[config.mk]
export PLATFORM = sky130hd
export DESIGN_NAME = ui_input_capture
export DESIGN_NICKNAME = d
export VERILOG_FILES = /design/src/rtl/ui_input_capture.sv
export SDC_FILE = /design/constraint.sdc
export NUM_CORES = 1
export LEC_CHECK = 0
export BUFFER_PORTS_ARGS = -buffer_cell sky130_fd_sc_hd__clkbuf_2
export CORE_ASPECT_RATIO = 1.5
export CORE_MARGIN = 2
export CORE_UTILIZATION = 35
export CTS_CLUSTER_DIAMETER = 150
export DETAILED_ROUTE_END_ITERATION = 10
export HOLD_SLACK_MARGIN = 0.12
export SLEW_MARGIN = 10
export SYNTH_ARGS = -nofsm -noshare
export SYNTH_HDL_FRONTEND = slang
export SYNTH_SLANG_ARGS = --single-unit
[constraint.sdc]
create_clock -name clk -period 3.6 [get_ports clk]
set_input_delay 0.18 -clock clk [delete_from_list [all_inputs] [get_ports clk]]
set_output_delay 0.18 -clock clk [all_outputs]
set_load 0.02 [all_outputs]
[src/rtl/ui_input_capture.sv]
// ui_input_capture: memory-mapped input peripheral for the board KEY and SW pins.
// Synchronises and debounces the raw pins, captures key presses and switch
// changes in sticky status registers, and serves four word-wide registers to the
// IO controller (combinational read, write-1-to-clear status).
//
// Registers (sel): 0 KDATA, 1 KSTAT (press flags, bit 8 overrun),
//                  2 SDATA, 3 SSTAT (change flags, bit 16 overrun)
//
// Ports:
//   clk      system clock
//   reset    asynchronous, active-high reset
//   key_n    raw KEY pins, 0 = pressed
//   sw       raw SW pins
//   sel      register select
//   rd_en    read strobe; rd_data is 0 when low
//   wr_en    write strobe; clears status bits set in wr_data (sel 1 / 3)
//   wr_data  write data (status clear mask)
//   rd_data  read data
//   irq      pending-key-event flag
//
// Optional feature: define UI_INPUT_IRQ_EN to drive irq from a flop holding the
// OR of the key press flags; otherwise irq is tied to 0.
module ui_input_capture #(
   parameter int unsigned DBITS           = 32,
   parameter int unsigned NKEYS           = 4,
   parameter int unsigned NSW             = 10,
   parameter int unsigned DEBOUNCE_CYCLES = 500000,
   parameter int unsigned CNT_BITS        = 20
) (
   input  logic             clk,
   input  logic             reset,
   input  logic [NKEYS-1:0] key_n,
   input  logic [NSW-1:0]   sw,
   input  logic [1:0]       sel,
   input  logic             rd_en,
   input  logic             wr_en,
   input  logic [DBITS-1:0] wr_data,
   output logic [DBITS-1:0] rd_data,
   output logic             irq
);

   localparam logic [CNT_BITS-1:0] CntMax = CNT_BITS'(DEBOUNCE_CYCLES - 1);

   logic [NKEYS-1:0] keyMeta, keySync, keyIn;
   logic [NSW-1:0]   swMeta, swSync;
   logic [CNT_BITS-1:0] preCnt;
   logic             tick;

   logic [NKEYS-1:0] keySample, keyDeb, keyDebNext, keyPress, keyFlags, keyClr;
   logic [NSW-1:0]   swSample, swDeb, swDebNext, swChange, swFlags, swClr;
   logic             keyOvr, keyOvrClr, swOvr, swOvrClr;
   logic [DBITS-1:0] kStatWord, sStatWord;

   // Two-flop synchronisers; keys idle high (released)
   always_ff @(posedge clk or posedge reset) begin
      if (reset) begin
         keyMeta <= '1;
         keySync <= '1;
         swMeta  <= '0;
         swSync  <= '0;
      end else begin
         keyMeta <= key_n;
         keySync <= keyMeta;
         swMeta  <= sw;
         swSync  <= swMeta;
      end
   end

   assign keyIn = ~keySync;
   assign tick  = (preCnt == CntMax);

   always_ff @(posedge clk or posedge reset) begin
      if (reset) preCnt <= '0;
      else       preCnt <= tick ? '0 : preCnt + CNT_BITS'(1);
   end

   always_comb begin
      keyDebNext = keyDeb;
      swDebNext  = swDeb;
      // A bit follows the synced level only when it matched the previous sample
      if (tick) begin
         keyDebNext = (keyDeb & (keyIn ^ keySample)) | (keyIn & ~(keyIn ^ keySample));
         swDebNext  = (swDeb & (swSync ^ swSample)) | (swSync & ~(swSync ^ swSample));
      end
      keyPress = keyDebNext & ~keyDeb;
      swChange = swDebNext ^ swDeb;

      keyClr    = '0;
      keyOvrClr = 1'b0;
      swClr     = '0;
      swOvrClr  = 1'b0;
      if (wr_en && sel == 2'd1) begin
         keyClr    = wr_data[NKEYS-1:0];
         keyOvrClr = wr_data[8];
      end
      if (wr_en && sel == 2'd3) begin
         swClr    = wr_data[NSW-1:0];
         swOvrClr = wr_data[16];
      end
   end

   // Set has priority over clear; overrun looks at the flags before clearing
   always_ff @(posedge clk or posedge reset) begin
      if (reset) begin
         keySample <= '0;
         keyDeb    <= '0;
         swSample  <= '0;
         swDeb     <= '0;
         keyFlags  <= '0;
         keyOvr    <= 1'b0;
         swFlags   <= '0;
         swOvr     <= 1'b0;
      end else begin
         if (tick) begin
            keySample <= keyIn;
            swSample  <= swSync;
         end
         keyDeb   <= keyDebNext;
         swDeb    <= swDebNext;
         keyFlags <= (keyFlags & ~keyClr) | keyPress;
         keyOvr   <= (keyOvr & ~keyOvrClr) | (|(keyPress & keyFlags));
         swFlags  <= (swFlags & ~swClr) | swChange;
         swOvr    <= (swOvr & ~swOvrClr) | (|(swChange & swFlags));
      end
   end

   always_comb begin
      kStatWord              = '0;
      kStatWord[NKEYS-1:0]   = keyFlags;
      kStatWord[8]           = keyOvr;
      sStatWord              = '0;
      sStatWord[NSW-1:0]     = swFlags;
      sStatWord[16]          = swOvr;

      rd_data = '0;
      if (rd_en) begin
         case (sel)
            2'd0:    rd_data = DBITS'(keyDeb);
            2'd1:    rd_data = kStatWord;
            2'd2:    rd_data = DBITS'(swDeb);
            default: rd_data = sStatWord;
         endcase
      end
   end

   // Only the status clear bits of wr_data are consumed
   logic unusedWrData;
   assign unusedWrData = ^wr_data;

`ifdef UI_INPUT_IRQ_EN
   logic irqQ;
   always_ff @(posedge clk or posedge reset) begin
      if (reset) irqQ <= 1'b0;
      else       irqQ <= |keyFlags;
   end
   assign irq = irqQ;
`else
   assign irq = 1'b0;
`endif

endmodule

==> metrics.csv <==
stage;metric;value;unit
sta;Sum Neg Setup Slack;0;ns
place;I/O Buffers;41;
grt;gr usage total;0.143;
cts;root buffer cell;clkbuf_16;
cells_and_area;diode count;0;
sta;endpoints failing hold;0;
synth;multiplexer area fraction after synthesis;0.0367;
worst_setup_path;critical path type;register to register;
route;drt total wl;8.44;mm
power;Tot Pwr;0.00214;W
die;die extent in x;92.7;um
place;post-placement cell area;4390;um^2
grt;global-route wire length before repair;14.1;mm
outcome;outcome;finished, final reports clean;
power;static leakage;2.31;nW
synth;most frequent cell after synthesis;dfrtp_1;
synth;synthesized area;4130;um^2
cts;clock net sink count;92;
sta;worst rel slew slack;0.336;
die;DIE AREA;12700;um^2
grt;GR Util met3;0.0358;
synth;ys async rst share;1.00;
cts;CTS tree;done;
worst_setup_path;Worst R2R Start;preCnt[6];
worst_setup_path;Critical Path AT;2.89;ns
cells_and_area;share of cells above drive strength 1;0.184;
route;drt via density;4.82;
synth;Compound-Gate Fraction of Synth Area;0.125;
cts;H-tree depth;3;
grt;largest net degree at the start of global routing;41;
hold_path;Hold Path Cell Cnt;3;
hold_path;min-delay worst type;input port to register;
sta;Period minus WS final;2.67;ns
synth;sequential fraction of the synthesis area;0.560;
grt;vias in the first global route;2872;
die;Site Rows;48;
sta;Final Cycle Share;0.741;
synth;Syn Area/Cell;10.6;um^2
route;Detail Route Antenna Nets;0;
worst_setup_path;internal reg-to-reg setup slack;0.93;ns
cells_and_area;non-filler instance count after layout;612;
sta;final setup skew;0.00740;ns
power;pwr/cell area;435;nW/um^2
grt;busiest grt layer;met2;
place;GPL Wtd Cong;0.780;
place;DP HPWL;5.75;mm
cells_and_area;Final Cell Area;4910;um^2
worst_setup_path;worst path required time;3.82;ns
synth;Cells after Synth;391;
cts;Worst-Skew Late Latency;0.34;ns
cells_and_area;number of fill cells;1114;
synth;area leader, netlist;dfrtp_1;
cts;post-cts gate resize count;0;
synth;ranking of synthesized cells by area;dfrtp_1 51%, nand2_1 7.5%, dfstp_2 5.1%;
sta;Fmax achieved;375;MHz
sta;max-slew violations;0;
route;drc violations;0;
route;Pre-Repair DR Iteration Count;4;
route;Iter 0 DRT Violations;98;
cts;total CTS buffers;9;
synth;main combinational cell family by area after synthesis;simple AND/OR/NAND/NOR gates;
worst_setup_path;reg2reg path depth;6;
worst_setup_path;reg-to-reg endpoint;swDeb[2];
place;placed insts;575;
grt;met1 Use GR;0.175;
sta;transition time of the tightest slew-check pin;0.988;ns
cts;Reg clk slew, reported paths;0.06;ns
grt;grt met2 use;0.235;
synth;Synth Area in XOR/XNOR;0.0361;
hold_path;WHS Endpoint;swFlags[9];
synth;top cell type's share of synthesized area;0.509;
cells_and_area;area grow syn2layout;18.9;%
worst_setup_path;crit path capture type;register;
route;drt wl/cell;13.8;um
synth;Synth Register Bits;92;
hold_path;Hold Crit Start;wr_data[9];
cells_and_area;Layout Nets;510;
worst_setup_path;crit path max fanout;30;
sta;RSZ-0062 raised after global routing;no;
run;max_cap viols;0;
worst_setup_path;startpoint types;register;
grt;initial antenna violation count;0;
die;die height;137;um
grt;global route total overflow;0;
synth;library cells used by synthesis;47;
die;core area;11500;um^2
synth;number of flops mapped to enable cells by yosys;0;
synth;YS warnings;0;
synth;Synth Area in Simple Gates;0.172;
die;Initial Util;0.358;
synth;Adder-Cell Fraction of Synth Area;0.00303;
route;DR vias;2950;
cts;Longest Clk Path Bufs;2;
synth;top cells by count, synth;84 x dfrtp_1, 82 x nand2_1, 28 x nor2_1;
synth;dominant synthesized flop cell;dfrtp_1;
sta;final setup fails;0;
die;Ports;85;
power;Max VDD drop;0.199;mV
-- worst max-delay path, cell delays in order (launching register included) --
cell and delay, ns:
dfrtp_1 0.45, nor4b_2 0.31, nand4_1 0.20, or4_1 0.91, buf_4 0.39, o21ai_0 0.19, a21oi_1 0.10
-- stage by stage --
stage	worst slack, ns	hold WS [ns]	utilization
2_1_floorplan	1.04	0.184	-
3_3_place_gp	1.04	0.267	0.381
3_5_place_dp	0.972	0.269	0.381
4_1_cts	0.919	0.131	0.426
5_1_grt	0.798	0.140	0.426
6_report	0.932	0.142	0.426
-- cells by family (layout without fill, tap and decap cells) --
family,count (synthesis),after routing
AO/OA/AOI/OAI,74,74
XOR/XNOR,17,17
adder cells (fa/ha/maj),1,1
buffers and inverters,40,90
flip-flops,92,92
multiplexers,10,10
other,1,22
AND/OR/NAND/NOR,156,156
-- cell type report --
class                           instances  area (um^2)  area share
Sequential cell                        92         2310       0.471
Inverter                                7         27.5     0.00561
Timing Repair Buffer                   67          453      0.0923
Tap cell                              150          188      0.0382
Clock inverter                          1         30.0     0.00612
Clock buffer                           15          278      0.0566
Multi-Input combinational cell        280         1620       0.330
-- power by group --
part	internal (W)	switching, W	leakage [nW]
logic	0.0000371	0.0000655	0.967
clock network	0.000596	0.000369	0.150
registers	0.00106	0.0000128	1.20
total	0.00169	0.000447	2.31
-- registers in the layout (all words and copies together) (netlist names) --
signal / cells
keyDeb: 4
keyFlags: 4
keyMeta: 4
keyOvr: 1
keySample: 4
keySync: 4
preCnt: 20
swDeb: 10
swFlags: 10
swMeta: 10
swOvr: 1
swSample: 10
swSync: 10
-- worst max-delay path by stage --
stage                     slack [ns]      start         to
after global routing            0.80  preCnt[6]   swDeb[2]
after CTS                       0.92  preCnt[6]   swDeb[2]
after floorplan                 1.04      reset  keyDeb[0]
final                           0.93  preCnt[6]   swDeb[2]
after detailed placement        0.97  preCnt[6]   swDeb[2]
after global placement          1.04  preCnt[6]   swDeb[0]
-- layer usage --
metal | vias up | part of all wire
met5 | - | 0
li1 | 1428 | -
met2 | 75 | 0.49
met1 | 1428 | 0.45
met3 | 19 | 0.035
met4 | 0 | 0.026
-- timing repair --
action / in CTS / in global routing
hold buffers: 21 / 0
endpoints found under the hold margin: 56 / 0
setup buffers: 0 / 0
-- placed cells by master, fill, tap and decap left out, types with 2 or more instances in the layout --
cell type | synthesis | final
and3_1 | 2 | 2
dfrtp_1 | 84 | 84
buf_4 | 22 | 5
and2_1 | 7 | 7
nor2_1 | 28 | 28
nand4_1 | 4 | 4
nand3_1 | 15 | 15
a22oi_1 | 3 | 3
xor2_1 | 9 | 9
nor3_1 | 2 | 2
clkbuf_2 | 0 | 41
mux4_2 | 4 | 4
inv_1 | 7 | 6
a21oi_1 | 15 | 15
clkbuf_8 | 0 | 3
dlygate4sd3_1 | 0 | 21
a22o_1 | 10 | 10
clkbuf_1 | 3 | 3
o211ai_2 | 8 | 8
o21ai_0 | 13 | 13
o22ai_1 | 8 | 8
o21ai_1 | 8 | 8
xnor2_1 | 8 | 8
nand2b_1 | 8 | 8
mux2i_1 | 5 | 5
dfstp_2 | 8 | 8
nand2_1 | 82 | 82
clkbuf_16 | 0 | 9
conb_1 | 1 | 22
Note: power is estimated with default switching activity, not from simulation.
